==> src/rtl/cache_fsm.sv <==
// ---------------------------------------------------------------------------
// cache_fsm
//
// Sequencing controller for one cache set array. Processor requests are
// decoded against the set's hit/dirty/tag feedback. A hit is served in the
// same cycle. A miss first streams a dirty victim line out to memory one word
// at a time, and then refills the line from memory one word at a time. The
// processor is stalled until the access hits.
//
// Ports
//   clk_i           clock
//   rst_i           synchronous active-high reset
//   read_en_i       processor read request
//   write_en_i      processor write request (wins if both enables are set)
//   addr_i          processor byte address, held stable while stall_o=1
//   hit_i           set reports a tag match on a valid line
//   dirty_i         victim line in the set is dirty
//   tag_i           victim line tag
//   mem_ready_i     memory accepted/returned the current word this cycle
//   control_o       {write_en, set_valid, set_dirty, strategy_en, offset_sel}
//   mem_addr_o      memory word address; its word bits also index the set
//   mem_read_en_o   refill read request
//   mem_write_en_o  write-back request (data comes from the set read port)
//   stall_o         processor must hold its request
// ---------------------------------------------------------------------------

`ifndef CACHE_T
`define CACHE_T 26
`endif
`ifndef CACHE_S
`define CACHE_S 2
`endif
`ifndef CACHE_B
`define CACHE_B 4
`endif

module cache_fsm #(
  parameter int TAG_WIDTH    = `CACHE_T,
  parameter int SET_WIDTH    = `CACHE_S,
  parameter int OFFSET_WIDTH = `CACHE_B
) (
  input  logic                 clk_i,
  input  logic                 rst_i,
  input  logic                 read_en_i,
  input  logic                 write_en_i,
  input  logic [31:0]          addr_i,
  input  logic                 hit_i,
  input  logic                 dirty_i,
  input  logic [TAG_WIDTH-1:0] tag_i,
  input  logic                 mem_ready_i,
  output logic [4:0]           control_o,
  output logic [31:0]          mem_addr_o,
  output logic                 mem_read_en_o,
  output logic                 mem_write_en_o,
  output logic                 stall_o
);

  // Word counter width: one count per 32-bit word of the line.
  localparam int CNT_WIDTH = OFFSET_WIDTH - 2;

  localparam logic [CNT_WIDTH-1:0] CNT_LAST = '1;
  localparam logic [CNT_WIDTH-1:0] CNT_ONE  = CNT_WIDTH'(1);

  localparam logic [1:0] IDLE       = 2'd0;
  localparam logic [1:0] WRITE_BACK = 2'd1;
  localparam logic [1:0] ALLOCATE   = 2'd2;

  // Control vector encodings presented to the set.
  localparam logic [4:0] CTRL_NONE      = 5'b00000;
  localparam logic [4:0] CTRL_READ_HIT  = 5'b00011;
  localparam logic [4:0] CTRL_WRITE_HIT = 5'b11111;
  localparam logic [4:0] CTRL_REFILL    = 5'b11000;

  logic [1:0]           state;
  logic [1:0]           state_next;
  logic [CNT_WIDTH-1:0] cnt;
  logic [CNT_WIDTH-1:0] cnt_next;

  logic                          req;
  logic [SET_WIDTH-1:0]          set_index;
  logic [31-OFFSET_WIDTH:0]      line_base;
  logic                          unused_addr_bits;

  assign req       = read_en_i | write_en_i;
  assign set_index = addr_i[SET_WIDTH+OFFSET_WIDTH-1:OFFSET_WIDTH];
  assign line_base = addr_i[31:OFFSET_WIDTH];

  // The byte offset within a word never reaches memory or the FSM; word
  // selection comes from cnt during a miss and from the set on a hit.
  assign unused_addr_bits = ^addr_i[OFFSET_WIDTH-1:0];

  // State and word counter registers; reset aborts any miss in progress.
  always_ff @(posedge clk_i) begin
    if (rst_i) begin
      state <= IDLE;
      cnt   <= '0;
    end else begin
      state <= state_next;
      cnt   <= cnt_next;
    end
  end

  // Next-state logic and all outputs. Outputs are purely combinational so a
  // hit needs no stall cycle and a memory handshake can complete in the
  // same cycle the request appears.
  always_comb begin
    state_next     = state;
    cnt_next       = cnt;
    control_o      = CTRL_NONE;
    mem_addr_o     = '0;
    mem_read_en_o  = 1'b0;
    mem_write_en_o = 1'b0;
    stall_o        = 1'b0;

    case (state)
      IDLE: begin
        if (req) begin
          if (hit_i) begin
            control_o = write_en_i ? CTRL_WRITE_HIT : CTRL_READ_HIT;
          end else begin
            stall_o    = 1'b1;
            cnt_next   = '0;
            state_next = dirty_i ? WRITE_BACK : ALLOCATE;
          end
        end
      end

      // The victim address is rebuilt from the stored tag; offset_sel=0
      // lets mem_addr_o pick the word the set presents on its read port.
      WRITE_BACK: begin
        stall_o        = 1'b1;
        mem_write_en_o = 1'b1;
        mem_addr_o     = {tag_i, set_index, cnt, 2'b00};
        if (mem_ready_i) begin
          if (cnt == CNT_LAST) begin
            cnt_next   = '0;
            state_next = ALLOCATE;
          end else begin
            cnt_next = cnt + CNT_ONE;
          end
        end
      end

      // Each returned word is written straight into the victim line. Valid
      // goes up with the first word, so a reset mid-refill leaves a line
      // that reads as valid; the processor simply retries.
      ALLOCATE: begin
        stall_o       = 1'b1;
        mem_read_en_o = 1'b1;
        mem_addr_o    = {line_base, cnt, 2'b00};
        if (mem_ready_i) begin
          control_o = CTRL_REFILL;
          cnt_next  = cnt + CNT_ONE;
          if (cnt == CNT_LAST) begin
            state_next = IDLE;
          end
        end
      end

      default: begin
        state_next = IDLE;
        cnt_next   = '0;
      end
    endcase
  end

endmodule

==> config.mk <==
export PLATFORM = sky130hd
export DESIGN_NAME = cache_fsm
export DESIGN_NICKNAME = d
export VERILOG_FILES = /design/src/rtl/cache_fsm.sv
export SDC_FILE = /design/constraint.sdc
export NUM_CORES = 1
export LEC_CHECK = 0
export ABC_AREA = 1
export ABC_CLOCK_PERIOD_IN_PS = 2040
export CORE_ASPECT_RATIO = 1.75
export CORE_MARGIN = 5
export CORE_UTILIZATION = 27
export CTS_CLUSTER_SIZE = 12
export DETAILED_ROUTE_END_ITERATION = 12
export GPL_TIMING_DRIVEN = 0
export PLACE_DENSITY = 0.83
export SKIP_LAST_GASP = 1
export SYNTH_ARGS = -nofsm -noshare
export SYNTH_HDL_FRONTEND = slang
export SYNTH_SLANG_ARGS = --single-unit
==> constraint.sdc <==
create_clock -name clk_i -period 2.04 [get_ports clk_i]
set_clock_uncertainty 0.1 [all_clocks]
set_input_delay 0.612 -clock clk_i [delete_from_list [all_inputs] [get_ports clk_i]]
set_output_delay 0.612 -clock clk_i [all_outputs]
set_load 0.005 [all_outputs]
[After elaboration in Yosys (flattened, before gate mapping)]
Index checks and enable logic that the tools add are counted.
Word-level totals
  logic and storage cells: 42
  output and inout port bits: 40
  register bits after elaboration: 4
Operators by class
  $add $sub $neg: 1
  eq/ne operators: 9
  multiplexer cells: 25
  reductions and logical operators: 4
  bitwise gates (word level): 1
Operator list (count)
  $pmux W32 S2: 1
  $mux W2: 12
  $mux W5: 4
  $ne A2 B2 Y1 const B: 6
  $pmux W2 S3: 2
  $pmux W5 S2: 1
  $reduce_and A6 Y1: 1
  $eq A2 B2 Y1 const B: 2
  $mux W1: 4
  $reduce_and A4 Y1: 1
  $add A2 B1 Y2 const B: 1
  $eq A2 B1 Y1 const B: 1
  $logic_not A2 Y1: 1
  $pmux W1 S2: 1
  $reduce_or A2 Y1: 1
  $or A1 B1 Y1: 1

[Depth between registers and ports, before layout]
  depth in word-level cells: 4
  mapped depth: 8
  gate-level depth less buffers: 8

[Least setup slack after synthesis]
OpenSTA, ideal clock, no wires.
  path type: register to output
  from: register state[0]
  to: output port mem_addr_o[11]
  cell stages (with the launch flop): 7
  slack: 77 ps
  arrival: 1251 ps
  buffers on the path: 2
  data required time: 1328 ps
  cells stage by stage: dfxtp_1 inv_1 ha_1 inv_1 buf_2 buf_2 a21oi_1
Between the ends
  cells in the longest elaborated chain, start to end: 2
  elaborated cells on any way between the ends: 3
  classes of those cells: eq/ne: 2; mux: 1
RTL lines
  from (decl): RTL line 74  | logic [1:0] state;
  from (signal assigned): RTL line 98  | state <= state_next;
  $eq A2 B2 Y1 / $eq A2 B1 Y1 (equally long branches): RTL line 115  | case (state)
  $pmux W32 S2 *: RTL line 115
  to (decl): RTL line 52  | output logic [31:0] mem_addr_o,
Every way passes the cells marked *; elsewhere a longest branch is shown, timed or not.

[Worst setup path in the final report]
  from: register state[0]
  to: output port mem_addr_o[17]
Same word-level chain as after synthesis.

==> impl_metrics.csv <==
group,metric,value,unit
clock_tree,htreeDepth,1,
setup_path,crit_slowest_cell,"dfxtp_4",
placed_design,port_buffers,98,
finish,final_util,75.8,%
global_route,first_global_vias,1497,
synthesis,synth.distinct_cells,20,
setup_path,worstSetupPathType,"flip-flop to output pin",
setup_path,start_kind,"flip-flop",
timing,setup_slack,-0.257,ns
placed_design,dp_hpwl,3280,µm
timing,slew_viol_final,0,
synthesis,synth-edff-count,0,
placed_design,pre_cts_ws,-0.682,ns
timing,timing.fmax,0.435,GHz
outcome,status,"finished, violations left",
timing,fin_crit,2.30,ns
synthesis,synth_common_cells,"nand2_1, a21oi_1, nor2_1",
global_route,grt_max_degree,11,
synthesis,synth_flop_cell,"dfxtp_1",
synthesis,synth_area,867,µm²
setup_path,arrival,1.58,ns
floorplanning,initial_core_util,27.9,%
synthesis,synthMostInstantiatedCell,"nand2_1",
flow_run,cap_violations,0,
pwr,p_total,0.00273,W
placed_design,gp_congestion,0.880,
synthesis,yosysTopAreaCell,"nand2_1",
pwr,p_leak,1.04,nW
setup_path,crit_family,"buffers and inverters",
synthesis,yosysSeqAreaShare,9.24,%
synthesis,synth_compound_area_share,21.6,%
setup_path,cp_max_fo,5,
floorplanning,core_area,3110,µm²
synthesis,async_reset_ff_share,0,%
synthesis,yosysWarnings,0,
setup_path,cp_cell_sequence,"inv_6 -> ha_4 -> clkinvlp_4 -> buf_6 -> clkbuf_16 -> a21oi_2 -> buf_2",
finish,finalNonFillerCells,337,
clock_tree,path_clk_slew,0.03,ns
finish,nNetsFinal,369,
route,via_per_inst,4.62,
global_route,grt_pass1_wl,6820,µm
outcome,failed_checks,"negative setup slack",
floorplanning,die_area,4490,µm²
clock_tree,cts_sinks,4,
global_route,antenna_found_initial,0,
global_route,gr-usage-all-layers,19.3,%
route,finalWirelength,4850,µm
route,num_vias,1558,
synthesis,yosys.area_share.xor_xnor,0,%
placed_design,dp_cells,305,
finish,syn_to_final_growth,172,%
floorplanning,io-pin-count,105,
route,ant_nets,0,
setup_path,path_buf_inv,5,
route,drt_iter0_drc,23,
route,post_drt_wl_per_cell,14.4,µm
setup_path,rrSetupSlack,0.33,ns
floorplanning,num_rows,27,
clock_tree,cts_root_buffer,"clkbuf_8",
timing,setup_tns,-5.66,ns
synthesis,synth-simple-area-share,41.8,%
setup_path,worstSetupEndpointType,"output pin",
pwr,ir_drop,0.00100,V
setup_path,cp.required,1.33,ns
finish,drive_gt1_share,42.9,%
timing,finalSetupViolCount,33,
synthesis,synth_top_cell_area_share,26.8,%
pwr,power_density,1160,nW/µm²
timing,rsz0062_at_grt,"yes",
synthesis,synthTopCellsByArea,"nand2_1, a21oi_1, ha_1",
finish,n_antenna_cell,0,
timing,hold_violations,0,
clock_tree,tritoncts,"done",
synthesis,synth_top_family_by_area,"simple AND/OR/NAND/NOR gates",
clock_tree,clock_latency,0.21,ns
floorplanning,die_y,85.0,µm
setup_path,slowest_delay,0.38,ns
global_route,overflow,0,
route,dr.pass1.iters,4,
clock_tree,cts_buffer_depth,2,
synthesis,avgSynthCellArea,5.32,µm²
clock_tree,cts_buffers,3,
synthesis,synthMuxAreaShare,0,%
worst_hold_path,hold_class,"flip-flop to flip-flop",
route,drc_errors,0,
synthesis,syn_inst,163,
synthesis,synth_fa_ha_area_share,11.5,%
synthesis,synth-seq-cells,4,
timing,finalCritPeriodShare,113,%
floorplanning,die_x,52.8,µm
[worst reg2reg max path: cells and delay by family, from the launching register on]
family / cells / cell delay (ns)
adders and majority gates: 1 / 0.28
buffers and inverters: 5 / 0.57
DFF: 1 / 0.38
and+or+nand+nor: 3 / 0.32
[routing by layer]
layer	global-route usage, %	vias up	wire length (µm)
met5	0	-	0
met4	6.98	0	147
met3	4.75	14	494
met2	36.9	72	2590
met1	18.9	697	1620
li1	-	775	-
[area by class of cell]
cell class / instances / area (µm²)
fillers: 216 / 751
multi-input cells: 134 / 825
plain buffers: 11 / 125
clock buffers: 3 / 41.3
well taps: 43 / 53.8
repair buffers: 129 / 1160
flip-flops and latches: 4 / 87.6
inverters: 13 / 60.1
[sequential cells by signal, summed over array words and instances (netlist names)]
register / cells
state: 2
cnt: 2
[cell families (layout without fill, tap and decap cells)]
| family | count (synthesis) | count (layout) |
|---|---|---|
| AND/OR/NAND/NOR | 89 | 89 |
| AO/OA/AOI/OAI | 35 | 35 |
| buffers and inverters | 26 | 156 |
| adder cells (fa/ha/maj) | 8 | 8 |
| flip-flops | 4 | 4 |
| other | 1 | 2 |
[per-stage QoR]
step	hold WS (ns)	area, µm²
finish	0.397	2360
global route	0.421	2360
CTS	0.389	2210
detailed placement	0.385	1910
global placement	0.385	1910
floorplan	0.352	871
[report_power, final]
part | internal, W | switching (W)
Clock | 0.000125 | 0.0000370
Combinational | 0.00133 | 0.00108
Sequential | 0.000115 | 0.0000421
[cells in the final DEF, fill, tap and decap left out, types with 2 or more instances in the layout]
master / count
dfxtp_1: 2
o21ai_4: 2
a21oi_2: 17
buf_12: 4
dfxtp_4: 2
inv_1: 8
nor2_1: 13
ha_1: 2
nand3_1: 3
nor2_2: 3
ha_4: 4
buf_2: 29
inv_2: 2
nand2_1: 58
a21oi_1: 12
buf_4: 20
nor2_4: 2
clkbuf_8: 3
clkdlybuf4s50_1: 57
ha_2: 2
buf_6: 15
dlygate4sd2_1: 3
buf_8: 2
clkbuf_16: 2
conb_1: 2
clkdlybuf4s15_2: 3
clkbuf_2: 3
nand2_2: 5
o21ai_0: 3
clkdlybuf4s15_1: 2
[timing repair]
item                       in CTS  in global routing
buffers inserted               22                  7
gates resized for setup       199                 26
setup endpoints to repair      38                 37
gates cloned                    1                  2
pin swaps                       8                  8
hold buffers                    0                  0
[path summary, 6_finish.rpt]
| kind | startpoint | endpoint | depth (start not counted) |
|---|---|---|---|
| setup / recovery | state[0] | mem_addr_o[17] | 7 |
| hold / removal | cnt[1] | cnt[1] | 2 |
| setup reg to reg | state[0] | cnt[0] | 9 |
| hold reg to reg | cnt[1] | cnt[1] | 2 |
No activity file was read; power rests on OpenSTA's default activity.
